File: src/rtl/cmp_pkg.sv
// Shared state/result encodings and slice-result helpers for chunked_comparator.
package cmp_pkg;

   typedef enum logic [1:0] {
      ST_IDLE = 2'd0,
      ST_CMP  = 2'd1,
      ST_DONE = 2'd2
   } state_t;

   typedef enum logic [1:0] {
      RES_EQ = 2'd0,
      RES_GT = 2'd1,
      RES_LT = 2'd2
   } res_t;

   function automatic res_t slice_res(input logic s_eq, input logic s_gt);
      res_t r;
      if (s_eq)      r = RES_EQ;
      else if (s_gt) r = RES_GT;
      else           r = RES_LT;
      return r;
   endfunction

   // One-hot {eq, gt, lt} view of a result code.
   function automatic logic [2:0] res_flags(input res_t r);
      logic [2:0] f;
      case (r)
         RES_EQ:  f = 3'b100;
         RES_GT:  f = 3'b010;
         RES_LT:  f = 3'b001;
         default: f = 3'b000;
      endcase
      return f;
   endfunction

endpackage

File: src/rtl/cmp_slice.sv
// Combinational unsigned CHUNK-bit compare of one operand slice.
module cmp_slice #(
   parameter int CHUNK = 8
) (
   input  logic [CHUNK-1:0] sa,
   input  logic [CHUNK-1:0] sb,
   output logic             s_eq,
   output logic             s_gt
);

   assign s_eq = (sa == sb);
   assign s_gt = (sa > sb);

endmodule

File: src/rtl/chunked_comparator.sv
// Sequential wide eq/gt/lt comparator, CHUNK bits per cycle MSB first; CMP_SIGNED_EN adds is_signed.
// Latency: 1..NCHUNK cycles accept-to-out_valid (NCHUNK when EARLY_EXIT=0).
// Backpressure: in_ready only in IDLE; result held in DONE until out_ready.
module chunked_comparator
   import cmp_pkg::*;
#(
   parameter int WIDTH      = 32,
   parameter int CHUNK      = 8,
   parameter int EARLY_EXIT = 1
) (
   input  logic             clk,
   input  logic             rst_n,
   input  logic             in_valid,
   output logic             in_ready,
   input  logic [WIDTH-1:0] a,
   input  logic [WIDTH-1:0] b,
`ifdef CMP_SIGNED_EN
   input  logic             is_signed,
`endif
   output logic             out_valid,
   input  logic             out_ready,
   output logic             eq,
   output logic             gt,
   output logic             lt,
   output logic             busy
);

   localparam int NCHUNK = WIDTH / CHUNK;
   localparam int IW     = (NCHUNK > 1) ? $clog2(NCHUNK) : 1;
   localparam logic [IW-1:0] IDX_TOP = IW'(NCHUNK - 1);

   state_t           state_q, state_d;
   logic [WIDTH-1:0] a_q, a_d, b_q, b_d;
   logic [IW-1:0]    idx_q, idx_d;
   logic             sgn_q, sgn_d;
   logic             eq_q, eq_d, gt_q, gt_d, lt_q, lt_d;
   logic             dec_q, dec_d;
   res_t             dec_res_q, dec_res_d;

   logic             sgn_in;
   logic [CHUNK-1:0] sl_a, sl_b;
   logic             s_eq, s_gt;
   res_t             slice_r, fin_res;
   logic             last;

`ifdef CMP_SIGNED_EN
   assign sgn_in = is_signed;
`else
   assign sgn_in = 1'b0;
`endif

   // Flipping the sign bit of the top slice maps two's complement onto unsigned order.
   always_comb begin
      sl_a = a_q[int'(idx_q)*CHUNK +: CHUNK];
      sl_b = b_q[int'(idx_q)*CHUNK +: CHUNK];
      if (sgn_q && (idx_q == IDX_TOP)) begin
         sl_a[CHUNK-1] = ~sl_a[CHUNK-1];
         sl_b[CHUNK-1] = ~sl_b[CHUNK-1];
      end
   end

   cmp_slice #(.CHUNK(CHUNK)) u_slice (
      .sa   (sl_a),
      .sb   (sl_b),
      .s_eq (s_eq),
      .s_gt (s_gt)
   );

   assign slice_r = slice_res(s_eq, s_gt);
   assign last    = (idx_q == '0);

   always_comb begin
      state_d   = state_q;
      a_d       = a_q;
      b_d       = b_q;
      sgn_d     = sgn_q;
      idx_d     = idx_q;
      eq_d      = eq_q;
      gt_d      = gt_q;
      lt_d      = lt_q;
      dec_d     = dec_q;
      dec_res_d = dec_res_q;
      fin_res   = slice_r;
      case (state_q)
         ST_IDLE: begin
            if (in_valid) begin
               a_d       = a;
               b_d       = b;
               sgn_d     = sgn_in;
               idx_d     = IDX_TOP;
               eq_d      = 1'b0;
               gt_d      = 1'b0;
               lt_d      = 1'b0;
               dec_d     = 1'b0;
               dec_res_d = RES_EQ;
               state_d   = ST_CMP;
            end
         end
         ST_CMP: begin
            if (EARLY_EXIT != 0) begin
               if ((slice_r != RES_EQ) || last) begin
                  {eq_d, gt_d, lt_d} = res_flags(slice_r);
                  state_d            = ST_DONE;
               end else begin
                  idx_d = idx_q - IW'(1);
               end
            end else begin
               // The first differing slice decides; lower slices only burn cycles.
               if (dec_q) begin
                  fin_res = dec_res_q;
               end else if (slice_r != RES_EQ) begin
                  dec_d     = 1'b1;
                  dec_res_d = slice_r;
               end
               if (last) begin
                  {eq_d, gt_d, lt_d} = res_flags(fin_res);
                  state_d            = ST_DONE;
               end else begin
                  idx_d = idx_q - IW'(1);
               end
            end
         end
         ST_DONE: begin
            if (out_ready) state_d = ST_IDLE;
         end
         default: state_d = ST_IDLE;
      endcase
   end

   always_ff @(posedge clk) begin
      if (!rst_n) begin
         state_q   <= ST_IDLE;
         a_q       <= '0;
         b_q       <= '0;
         sgn_q     <= 1'b0;
         idx_q     <= '0;
         eq_q      <= 1'b0;
         gt_q      <= 1'b0;
         lt_q      <= 1'b0;
         dec_q     <= 1'b0;
         dec_res_q <= RES_EQ;
      end else begin
         state_q   <= state_d;
         a_q       <= a_d;
         b_q       <= b_d;
         sgn_q     <= sgn_d;
         idx_q     <= idx_d;
         eq_q      <= eq_d;
         gt_q      <= gt_d;
         lt_q      <= lt_d;
         dec_q     <= dec_d;
         dec_res_q <= dec_res_d;
      end
   end

   assign in_ready  = (state_q == ST_IDLE);
   assign out_valid = (state_q == ST_DONE);
   assign busy      = (state_q == ST_CMP) || (state_q == ST_DONE);
   assign eq        = eq_q;
   assign gt        = gt_q;
   assign lt        = lt_q;

endmodule

File: config.mk
export PLATFORM = sky130hd
export DESIGN_NAME = chunked_comparator
export DESIGN_NICKNAME = d
export VERILOG_FILES = /design/src/rtl/cmp_pkg.sv /design/src/rtl/cmp_slice.sv /design/src/rtl/chunked_comparator.sv
export SDC_FILE = /design/constraint.sdc
export NUM_CORES = 1
export LEC_CHECK = 0
export BUFFER_PORTS_ARGS = -buffer_cell sky130_fd_sc_hd__buf_2
export CORE_UTILIZATION = 51
export DETAILED_ROUTE_END_ITERATION = 8
export PLACE_DENSITY = 0.76
export SLEW_MARGIN = 20
export SYNTH_ARGS = -nofsm -noshare
export SYNTH_HDL_FRONTEND = slang
export SYNTH_SLANG_ARGS = --single-unit
export TNS_END_PERCENT = 100
File: constraint.sdc
create_clock -name clk -period 3.3 [get_ports clk]
set_input_delay 0.66 -clock clk [delete_from_list [all_inputs] [get_ports clk]]
set_output_delay 0.66 -clock clk [all_outputs]
set_load 0.005 [all_outputs]
==> impl_metrics.env <==
export IMPL_status="completed"
export IMPL_firstDrtPassIters=4
export IMPL_grt_pass1_wl_um=11310
export IMPL_crit_fanout=12
export IMPL_rsz0062_at_grt="no"
export IMPL_maxCapViolCount=0
export IMPL_synth_seq_area_share_pct=44.48
export IMPL_core_area_sq_um=5991
export IMPL_final_max_slew_viol_count=0
export IMPL_clockBufferDepth=2
export IMPL_antenna_found_initial=0
export IMPL_holdBufCountCts=0
export IMPL_start_util_pct=53.34
export IMPL_grt_pass1_vias=2537
export IMPL_clkTransAtPathRegs_ns=0.07
export IMPL_path_buf_inv=1
export IMPL_drc=0
export IMPL_dr_first_iter_drc_count=145
export IMPL_post_cts_resized=0
export IMPL_crit_required_ns=3.53
export IMPL_leakagePower_nw=1.557
export IMPL_power_mw=2.797
export IMPL_drt_wl_total_um=6953
export IMPL_synth_warnings=0
export IMPL_drive_gt1_share_pct=26.08
export IMPL_crit_arrival_ns=2.94
export IMPL_cts_max_level=3
export IMPL_wire_per_inst_um=13.47
export IMPL_peakVddDrop_v=0.0004054
export IMPL_die_w_um=81.16
export IMPL_ys_seq_elements=71
export IMPL_critPathMaxStageDelay_ns=0.70
export IMPL_cp_cell_sequence="buf_4, mux4_2, ha_1, nand4_1, o31ai_1, a21oi_1, a311oi_1"
export IMPL_setup_viol=0
export IMPL_track_usage_pct=23.58
export IMPL_crit_type="reg2reg"
export IMPL_clk_latency_ns=0.35
export IMPL_cp_start_kind="register"
export IMPL_area_delta_synth_final_pct=18.44
export IMPL_grt_overflow_total=0
export IMPL_relSlewSlack_pct=43.43
export IMPL_dp_hpwl_um=5052
export IMPL_worst_pin_slew_ns=0.8476
export IMPL_syn_area_sq_um=3196
export IMPL_gp_congestion=0.7719
export IMPL_critPathTopFamily="compound AO/OA/AOI/OAI gates"
export IMPL_final_util_pct=63.18
export IMPL_power_density_nw_per_um2=738.9
export IMPL_rows=28
export IMPL_syn_area_per_cell_sq_um=8.567
export IMPL_post_cts_buffers=0
export IMPL_min_period_ns=2.711
export IMPL_synthesis_nets=454
export IMPL_final_nets=517
export IMPL_cts_root_buf="clkbuf_8"
export IMPL_tns_ns=0
export IMPL_clkSinkCount=71
export IMPL_r2r_setup_slack_ns=0.59
export IMPL_cts_tree="built"
export IMPL_ant_nets=0
export IMPL_end_kind="register"
export IMPL_cts_buffers=9
export IMPL_synth_distinct_cells=27
export IMPL_die_area_sq_um=6586
export IMPL_antenna_cells=0
export IMPL_vias=2748
export IMPL_syn_inst=373
export IMPL_fin_crit_sh_pct=82.14
export IMPL_hold_violations=0
export IMPL_die_h_um=81.16
export IMPL_port_buffers=73
export IMPL_cp_slowest_cell="dfxtp_1"
export IMPL_grt_max_degree=68
export IMPL_clock_fmax_mhz=368.9
export IMPL_ioPinCount=74
export IMPL_fin_skew_ns=0.005211
export IMPL_min_path_type="reg2reg"
export IMPL_vias_per_cell=5.326
## per-layer routing
metal	share of wire, %	track usage, %	wire length, um	vias up
li1	-	-	-	1391
met2	50	41.01	3460	72
met3	5.2	7.416	363	10
met4	1.4	8.214	94	0
met5	0	0	0	-
met1	44	27.19	3034	1275
## worst paths after layout
kind                                 to                   from  cells after the start
setup reg to reg  idx_q[1]$_SDFFE_PN0P_  idx_q[1]$_SDFFE_PN0P_                      7
setup / recovery  idx_q[1]$_SDFFE_PN0P_  idx_q[1]$_SDFFE_PN0P_                      7
hold reg to reg    b_q[13]$_SDFFE_PN0P_   b_q[13]$_SDFFE_PN0P_                      2
hold / removal     b_q[13]$_SDFFE_PN0P_   b_q[13]$_SDFFE_PN0P_                      2
## final cells by class
cell class / count / area (sq um)
sequential: 71 / 1421
clock inverter: 5 / 56.30
multi-input combinational: 260 / 1602
inverter: 17 / 65.06
tap: 75 / 93.84
timing repair buffer: 77 / 395.4
fill: 558 / 2206
clock buffer: 11 / 151.4
## sequential cells by signal, summed over array words and instances (netlist names)
register,cells
b_q,32
state_q,2
lt,1
a_q,32
gt,1
eq,1
idx_q,2
## logic make-up (layout without fill, tap and decap cells)
family          after synthesis  after routing  synth area share (%)
simple gates                142            142                 18.44
compound gates               88             88                 14.88
flops                        71             71                 44.48
buf+inv                      42            110                 5.521
mux                          17             17                 11.59
fa+ha+maj                    13             13                 5.090
## through the flow
stage | std cells | setup WS [ns] | cell area, sq um | hold slack (ns)
final | 516 | 0.5895 | 3785 | 0.4531
after global placement | 500 | 0.7577 | 3576 | 0.4411
after CTS | 516 | 0.6275 | 3784 | 0.4552
after detailed placement | 500 | 0.6647 | 3576 | 0.4447
after global routing | 516 | 0.3367 | 3785 | 0.4787
after floorplan | 373 | 0.8947 | 3196 | 0.4331
## worst reg2reg max path, cell delays in order, from the launching register on
cell and delay, ns:
dfxtp_1 0.70, buf_4 0.27, mux4_2 0.32, ha_1 0.33, nand4_1 0.23, o31ai_1 0.35, a21oi_1 0.10, a311oi_1 0.28
## report_power, final
part | total [mW] | internal (mW) | switching, mW | leakage, nW
clock | 0.706 | 0.388 | 0.318 | 0.105
sequential | 1.10 | 0.999 | 0.105 | 0.583
combinational | 0.986 | 0.427 | 0.559 | 0.869
## cells in the mapped netlist (all sizes together)
library cell / number / area (sq um)
and2: 1 / 6.260
o31ai: 4 / 30.03
nand2: 132 / 495.5
nor2: 1 / 3.750
ha: 13 / 162.7
mux2i: 1 / 10.01
nor2b: 1 / 6.260
a211oi: 1 / 7.510
buf: 14 / 71.32
o211a: 1 / 10.01
nor4: 1 / 21.27
or3: 1 / 7.510
and3b: 1 / 8.760
and3: 1 / 6.260
clkbuf: 11 / 41.29
o211ai: 4 / 30.03
dfxtp: 71 / 1421
nand4: 2 / 27.53
o21ai: 6 / 30.03
mux4: 16 / 360.4
nand2b: 1 / 6.260
a21oi: 70 / 350.3
a311oi: 2 / 17.52
inv: 17 / 63.81
## cell usage in the layout (no fill, tap or decap), types with 6 or more instances in the layout
| cell type | Yosys | layout |
|---|---|---|
| inv_1 | 17 | 16 |
| ha_1 | 13 | 13 |
| a21oi_1 | 70 | 70 |
| mux4_2 | 16 | 16 |
| buf_2 | 12 | 73 |
| nand2_1 | 132 | 131 |
| clkbuf_8 | 0 | 11 |
| dfxtp_1 | 71 | 71 |
| o21ai_0 | 6 | 6 |
Power figures use the tool's default switching activity.
